--- config.mk ---
export PLATFORM = sky130hd
export DESIGN_NAME = address_entry_keypad
export DESIGN_NICKNAME = d
export VERILOG_FILES = /design/src/rtl/keypad_pkg.sv /design/src/rtl/keypad_scanner.sv /design/src/rtl/address_entry_keypad.sv
export SDC_FILE = /design/constraint.sdc
export NUM_CORES = 1
export LEC_CHECK = 0
export CAP_MARGIN = 20
export CORE_ASPECT_RATIO = 1.25
export CORE_MARGIN = 1.5
export CORE_UTILIZATION = 43
export DETAILED_ROUTE_END_ITERATION = 12
export GPL_ROUTABILITY_DRIVEN = 0
export GPL_TIMING_DRIVEN = 0
export HOLD_SLACK_MARGIN = 0.05
export PLACE_DENSITY = 0.75
export SYNTH_ARGS = -nofsm -noshare
export SYNTH_HDL_FRONTEND = slang
export SYNTH_SLANG_ARGS = --single-unit
--- constraint.sdc ---
create_clock -name clk -period 9.75 [get_ports clk]
set_input_delay 0.975 -clock clk [delete_from_list [all_inputs] [get_ports clk]]
set_output_delay 0.975 -clock clk [all_outputs]
set_load 0.01 [all_outputs]
--- src/rtl/keypad_pkg.sv ---
// Shared keypad definitions: key codes, keymap, debounce state encoding and
// the three-digit BCD to binary conversion.
package keypad_pkg;

  localparam int unsigned ADDR_W       = 9;
  localparam int unsigned MAX_ADDR_DEF = 511;

  // Key code = row*4 + col
  localparam logic [3:0] KEY_1     = 4'd0;
  localparam logic [3:0] KEY_2     = 4'd1;
  localparam logic [3:0] KEY_3     = 4'd2;
  localparam logic [3:0] KEY_A     = 4'd3;
  localparam logic [3:0] KEY_4     = 4'd4;
  localparam logic [3:0] KEY_5     = 4'd5;
  localparam logic [3:0] KEY_6     = 4'd6;
  localparam logic [3:0] KEY_B     = 4'd7;
  localparam logic [3:0] KEY_7     = 4'd8;
  localparam logic [3:0] KEY_8     = 4'd9;
  localparam logic [3:0] KEY_9     = 4'd10;
  localparam logic [3:0] KEY_C     = 4'd11;
  localparam logic [3:0] KEY_STAR  = 4'd12;
  localparam logic [3:0] KEY_0     = 4'd13;
  localparam logic [3:0] KEY_HASH  = 4'd14;
  localparam logic [3:0] KEY_D     = 4'd15;

  localparam logic [1:0] ST_ARMED   = 2'd0;
  localparam logic [1:0] ST_PRESS   = 2'd1;
  localparam logic [1:0] ST_HELD    = 2'd2;
  localparam logic [1:0] ST_RELEASE = 2'd3;

  typedef enum logic [2:0] {
    ACT_DIGIT, ACT_CLEAR, ACT_BACK, ACT_ENTER, ACT_NONE
  } key_act_e;

  typedef struct packed {
    key_act_e   act;
    logic [3:0] digit;
  } key_map_t;

  function automatic key_map_t keymap(input logic [3:0] code);
    key_map_t m;
    m.act   = ACT_DIGIT;
    m.digit = 4'd0;
    case (code)
      KEY_1:    m.digit = 4'd1;
      KEY_2:    m.digit = 4'd2;
      KEY_3:    m.digit = 4'd3;
      KEY_4:    m.digit = 4'd4;
      KEY_5:    m.digit = 4'd5;
      KEY_6:    m.digit = 4'd6;
      KEY_7:    m.digit = 4'd7;
      KEY_8:    m.digit = 4'd8;
      KEY_9:    m.digit = 4'd9;
      KEY_0:    m.digit = 4'd0;
      KEY_STAR: m.act   = ACT_CLEAR;
      KEY_B:    m.act   = ACT_BACK;
      KEY_HASH: m.act   = ACT_ENTER;
      default:  m.act   = ACT_NONE;
    endcase
    return m;
  endfunction

  function automatic logic [9:0] bcd3_to_bin(input logic [11:0] bcd);
    return 10'(bcd[11:8]) * 10'd100 + 10'(bcd[7:4]) * 10'd10 + 10'(bcd[3:0]);
  endfunction

endpackage

--- src/rtl/keypad_scanner.sv ---
// Row scanning, column synchronizer, per-frame contact decode and the
// press/release debounce FSM producing a one-cycle key_event.
module keypad_scanner
  import keypad_pkg::*;
#(
  parameter int unsigned SCAN_DIV        = 8,
  parameter int unsigned DEBOUNCE_FRAMES = 4
) (
  input  logic       clk,
  input  logic       reset,
  input  logic [3:0] cols_n,
  output logic [3:0] rows_n,
  output logic       key_event,
  output logic [3:0] key_code
);

  localparam int unsigned SLOT_W = (SCAN_DIV > 1) ? $clog2(SCAN_DIV) : 1;
  localparam int unsigned CNT_W  = $clog2(DEBOUNCE_FRAMES + 1);

  logic [SLOT_W-1:0] slot;
  logic [1:0]        row;
  logic [3:0]        sync1, sync2;
  logic [1:0]        hits;
  logic [3:0]        hit_code;
  logic [1:0]        state;
  logic [CNT_W-1:0]  cnt;

  logic       slot_end, frame_end, frame_key;
  logic [1:0] row_hits, row_col, tot_hits;
  logic [3:0] cur_code;

  assign rows_n = ~(4'b0001 << row);

  // Contacts are saturated at 2 so MULTI is simply "more than one".
  always_comb begin
    row_hits = '0;
    row_col  = '0;
    for (int unsigned c = 0; c < 4; c++) begin
      if (!sync2[c]) begin
        if (row_hits != 2'd2) row_hits = row_hits + 2'd1;
        row_col = 2'(c);
      end
    end
    tot_hits  = ((3'(hits) + 3'(row_hits)) >= 3'd2) ? 2'd2 : (hits + row_hits);
    cur_code  = (hits == 2'd1) ? hit_code : {row, row_col};
    slot_end  = (slot == SLOT_W'(SCAN_DIV - 1));
    frame_end = slot_end && (row == 2'd3);
    frame_key = frame_end && (tot_hits == 2'd1);
  end

  always_ff @(posedge clk) begin
    if (reset) begin
      sync1     <= '1;
      sync2     <= '1;
      slot      <= '0;
      row       <= '0;
      hits      <= '0;
      hit_code  <= '0;
      state     <= ST_ARMED;
      cnt       <= '0;
      key_event <= 1'b0;
      key_code  <= '0;
    end else begin
      sync1     <= cols_n;
      sync2     <= sync1;
      key_event <= 1'b0;
      slot      <= slot_end ? '0 : slot + SLOT_W'(1);
      if (slot_end) begin
        row <= row + 2'd1;
        if (frame_end) begin
          hits <= '0;
        end else begin
          hits     <= tot_hits;
          hit_code <= cur_code;
        end
      end
      if (frame_end) begin
        case (state)
          ST_ARMED: if (frame_key) begin
            key_code <= cur_code;
            cnt      <= CNT_W'(1);
            state    <= ST_PRESS;
          end
          ST_PRESS: begin
            if (frame_key && cur_code == key_code) begin
              if (cnt == CNT_W'(DEBOUNCE_FRAMES - 1)) begin
                key_event <= 1'b1;
                state     <= ST_HELD;
              end else begin
                cnt <= cnt + CNT_W'(1);
              end
            end else begin
              state <= ST_ARMED;
            end
          end
          ST_HELD: if (!frame_key) begin
            cnt   <= CNT_W'(1);
            state <= ST_RELEASE;
          end
          default: begin
            if (frame_key) begin
              state <= ST_HELD;
            end else if (cnt == CNT_W'(DEBOUNCE_FRAMES - 1)) begin
              state <= ST_ARMED;
            end else begin
              cnt <= cnt + CNT_W'(1);
            end
          end
        endcase
      end
    end
  end

endmodule

--- src/rtl/address_entry_keypad.sv ---
// Keypad address entry: collects up to three decimal digits and converts
// them to a ROM address with a one-cycle valid or error strobe.
module address_entry_keypad
  import keypad_pkg::*;
#(
  parameter int unsigned SCAN_DIV        = 8,
  parameter int unsigned DEBOUNCE_FRAMES = 4,
  parameter int unsigned MAX_ADDR        = MAX_ADDR_DEF
) (
  input  logic              clk,
  input  logic              reset,
  input  logic [3:0]        cols_n,
  output logic [3:0]        rows_n,
  output logic [ADDR_W-1:0] address_line,
  output logic              address_valid,
  output logic              entry_error,
  output logic [11:0]       entry_bcd,
  output logic [1:0]        entry_count
);

  logic       key_event;
  logic [3:0] key_code;
  key_map_t   km;
  logic [9:0] value;

  keypad_scanner #(
    .SCAN_DIV       (SCAN_DIV),
    .DEBOUNCE_FRAMES(DEBOUNCE_FRAMES)
  ) u_scanner (
    .clk      (clk),
    .reset    (reset),
    .cols_n   (cols_n),
    .rows_n   (rows_n),
    .key_event(key_event),
    .key_code (key_code)
  );

  assign km    = keymap(key_code);
  assign value = bcd3_to_bin(entry_bcd);

  always_ff @(posedge clk) begin
    if (reset) begin
      address_line  <= '0;
      address_valid <= 1'b0;
      entry_error   <= 1'b0;
      entry_bcd     <= '0;
      entry_count   <= '0;
    end else begin
      address_valid <= 1'b0;
      entry_error   <= 1'b0;
      if (key_event) begin
        case (km.act)
          ACT_DIGIT: if (entry_count != 2'd3) begin
            entry_bcd   <= {entry_bcd[7:0], km.digit};
            entry_count <= entry_count + 2'd1;
          end
          ACT_BACK: if (entry_count != 2'd0) begin
            entry_bcd   <= {4'h0, entry_bcd[11:4]};
            entry_count <= entry_count - 2'd1;
          end
          ACT_CLEAR: begin
            entry_bcd   <= '0;
            entry_count <= '0;
          end
          ACT_ENTER: if (entry_count != 2'd0) begin
            if (value <= 10'(MAX_ADDR)) begin
              address_line  <= value[ADDR_W-1:0];
              address_valid <= 1'b1;
            end else begin
              entry_error <= 1'b1;
            end
            entry_bcd   <= '0;
            entry_count <= '0;
          end
          default: ;
        endcase
      end
    end
  end

endmodule

==> qor.txt <==
fraction of the mapped netlist area in compound gates -> 0.1926
relative slew slack -> 0.6194
Reg clk slew, reported paths -> 0.09 ns
synthesized net count -> 448
# IOs -> 35
Power per Cell Area -> 97.56 nW/µm²
Synth Area in Adders -> 0.1749
reg2reg start -> entry_bcd[7]
Critical Path Sink -> address_line[4]
area of the mapped netlist -> 3476 µm²
crit path time final -> 3.724 ns
via total after detailed routing -> 2,971
setup tns final -> 0 ns
number of clock sinks seen by CTS -> 54
worst setup slack before clock tree synthesis -> 6.035 ns
layout cell share with drive strength beyond 1 -> 0.07306
Worst Clk Skew -> 0.005641 ns
R2R Setup Slk -> 6.03 ns
data required time at the worst endpoint -> 9.97 ns
gate count of the mapped netlist -> 397
number of max-slew violations in the final report -> 0
combined global-route utilization of all metal layers -> 0.1798
Hold WC Path Type -> register to register
leading cell type in the layout, fill and taps excluded -> sky130_fd_sc_hd__dfxtp_1
vias in the first global route -> 2,972
# Max-Cap Violations -> 0
number of buffers on the longest clock path -> 2
Root Buffer -> sky130_fd_sc_hd__clkbuf_8
number of inserted filler cells in the final layout -> 780
number of placement rows -> 36
starting utilization of the core area -> 0.4435
Antenna diodes -> 0
Critical Path Sink Type -> register
multiplexer area fraction after synthesis -> 0.02628
FMAX -> 0.2685 GHz
predominant post-synthesis flop cell -> sky130_fd_sc_hd__dfxtp_1
GR Overflow Total -> 0
final cell count without fillers -> 533
Cell variety after synth -> 59
Area Overhead vs Synth -> 15.98%
antenna violations before repair -> 0
simple-gate share of the synthesized area -> 0.2037
Hold Vio Cnt, Final -> 0
logic depth of the worst setup path including buffers -> 12
Skew-Pair Late Insertion Delay -> 0.31 ns
RSZ-0062 raised after global routing -> false
pin count of the biggest net entering global routing -> 16
post-CTS resize count -> 0
Hold Path Depth -> 1
Die Height -> 103.5 µm
arrival time of the worst setup path -> 3.95 ns
placed cell count -> 525
remaining design rule violation count -> 0
xor/xnor cell area share of the yosys netlist -> 0.04032
total number of yosys warnings -> 0
launch point of the critical path -> entry_bcd[7]
register bit total from synthesis -> 54
type of the worst setup path -> register to register
leakage component of the power -> 1.660 nW
violation count after the first detailed-route iteration -> 145
highest-count cells in the layout ignoring fill and taps -> 54 x sky130_fd_sc_hd__dfxtp_1, 43 x sky130_fd_sc_hd__a21oi_1, 39 x sky130_fd_sc_hd__ha_1
count of port buffers added during placement -> 33
number of buffers created by CTS -> 5
area enclosed by the die boundary -> 8635 µm²
status -> completed
fraction of the yosys area taken by sequential cells -> 0.3110
Final WS setup -> 6.026 ns
final core utilization -> 0.5144
CTS tree -> done
cell family contributing the most delay on the critical path -> adder cells
Total Wirelength -> 7535 µm
nature of the critical path startpoint -> register
placeable core area -> 7838 µm²
Setup Viol. Count Final -> 0
Wirelength per Cell -> 14.14 µm
biggest cell delay along the critical path -> 0.49 ns
standard cell with the maximum stage delay on the critical path -> sky130_fd_sc_hd__dfxtp_1
largest fanout on the critical path -> 8
nets@finish -> 488
reg2reg end -> address_line[4]
drt pass-1 iters -> 4
number of hold-repair buffers added at the cts stage -> 0
wire length of the first global-routing pass -> 12,940 µm
dpl hpwl -> 5831 µm
die width -> 83.42 µm
remaining antenna violation count -> 0
Least-Margin Pin Slew -> 0.5690 ns
final-layout worst hold slack -> 0.4166 ns
cell occurring most often along the worst timing path -> sky130_fd_sc_hd__ha_1
number of levels the H-tree was split into -> 2
post-route fraction of the period consumed by the critical path -> 0.3819
number of cell instances on the worst register-to-register path -> 12
Max VDD drop -> 0.00009202 V
combinational family with the most area after synthesis -> simple AND/OR/NAND/NOR gates
mean number of vias per cell -> 5.574
number of enable-type register cells in the synthesized netlist -> 0
Critical Path, Cell by Cell -> ha_1 > ha_1 > fa_1 > xor2_1 > ha_1 > ha_1 > a21oi_1 > o21ai_0 > o31a_2 > xnor2_1 > nor2_1 > a211oi_1
buffer and inverter count on the worst path -> 0
share of synthesized registers carrying an async set or reset -> 0
Post CTS Setup Buffer Count -> 0
mean area per synthesized cell -> 8.755 µm²
==> cell usage after synthesis, types with 3 or more instances <==
| cell | count | share of area |
|---|---|---|
| sky130_fd_sc_hd__a211oi_1 | 9 | 0.019 |
| sky130_fd_sc_hd__a21oi_1 | 43 | 0.062 |
| sky130_fd_sc_hd__a31oi_1 | 3 | 0.0054 |
| sky130_fd_sc_hd__and2b_1 | 3 | 0.0065 |
| sky130_fd_sc_hd__buf_1 | 4 | 0.0043 |
| sky130_fd_sc_hd__buf_2 | 4 | 0.0058 |
| sky130_fd_sc_hd__clkbuf_1 | 10 | 0.011 |
| sky130_fd_sc_hd__dfxtp_1 | 54 | 0.31 |
| sky130_fd_sc_hd__fa_1 | 6 | 0.035 |
| sky130_fd_sc_hd__ha_1 | 39 | 0.14 |
| sky130_fd_sc_hd__inv_1 | 20 | 0.022 |
| sky130_fd_sc_hd__mux2i_1 | 8 | 0.023 |
| sky130_fd_sc_hd__nand2_1 | 17 | 0.018 |
| sky130_fd_sc_hd__nand2b_1 | 7 | 0.013 |
| sky130_fd_sc_hd__nand3_1 | 14 | 0.020 |
| sky130_fd_sc_hd__nor2_1 | 37 | 0.040 |
| sky130_fd_sc_hd__nor2b_1 | 11 | 0.020 |
| sky130_fd_sc_hd__nor3_1 | 10 | 0.014 |
| sky130_fd_sc_hd__nor3b_1 | 5 | 0.011 |
| sky130_fd_sc_hd__o211ai_1 | 6 | 0.013 |
| sky130_fd_sc_hd__o21ai_0 | 17 | 0.024 |
| sky130_fd_sc_hd__or2_2 | 8 | 0.014 |
| sky130_fd_sc_hd__xnor2_1 | 11 | 0.028 |
| sky130_fd_sc_hd__xor2_1 | 5 | 0.013 |
==> registers in the layout, indices dropped and copies added (netlist names) <==
signal               flops
address_line             9
u_scanner.cnt            3
u_scanner.sync2          4
u_scanner.key_event      1
address_valid            1
u_scanner.key_code       4
u_scanner.hit_code       4
u_scanner.row            2
entry_count              2
u_scanner.sync1          4
u_scanner.state          2
u_scanner.slot           3
entry_bcd               12
entry_error              1
u_scanner.hits           2
==> how the worst min path moves through the flow <==
stage	from	to	slack, ns
2_1_floorplan	u_scanner.sync1[0]	u_scanner.sync2[0]	0.39
3_3_place_gp	u_scanner.sync1[2]	u_scanner.sync2[2]	0.39
3_5_place_dp	u_scanner.sync1[3]	u_scanner.sync2[3]	0.40
4_1_cts	u_scanner.sync1[3]	u_scanner.sync2[3]	0.42
5_1_grt	u_scanner.sync1[2]	u_scanner.sync2[2]	0.44
6_report	u_scanner.sync1[3]	u_scanner.sync2[3]	0.42
==> logic make-up (layout without fill, tap and decap cells) <==
family / count (synthesis) / count (layout)
and+or+nand+nor: 131 / 131
AOI/OAI and AO/OA: 101 / 101
DFF: 54 / 54
adders and majority gates: 45 / 45
buffers and inverters: 41 / 82
xor gates and xnor gates: 16 / 16
muxes: 9 / 9
==> where the power goes <==
part           switching (mW)  total (mW)  internal [mW]
clock network          0.0723       0.149         0.0770
logic                  0.0115      0.0196        0.00817
registers             0.00139       0.224          0.223
total                  0.0851       0.393          0.308
==> through the flow <==
step	total power, mW	cell area, µm²
2_1_floorplan	0.2433	3476
6_report	0.3933	4031
4_1_cts	0.3985	4031
3_3_place_gp	0.2485	3925
3_5_place_dp	0.2494	3925
5_1_grt	0.4092	4031
==> layer usage <==
layer	wire (µm)	vias to the layer above	GRT usage
met2	4055	71	0.3397
met5	0	-	0
met1	3014	1400	0.1956
met4	161	0	0.07026
li1	-	1484	-
met3	304	16	0.03347
==> cell type report <==
class / count / area (µm²) / area share
Clock buffer: 7 / 76.32 / 0.01893
Tap cell: 95 / 118.9 / 0.02948
Timing Repair Buffer: 33 / 330.3 / 0.08194
Sequential cell: 54 / 1081 / 0.2682
Clock inverter: 1 / 30.03 / 0.007449
Inverter: 20 / 75.07 / 0.01862
Multi-Input combinational cell: 302 / 2217 / 0.5500
Buffer: 21 / 102.6 / 0.02545
Power figures use the tool's default switching activity.
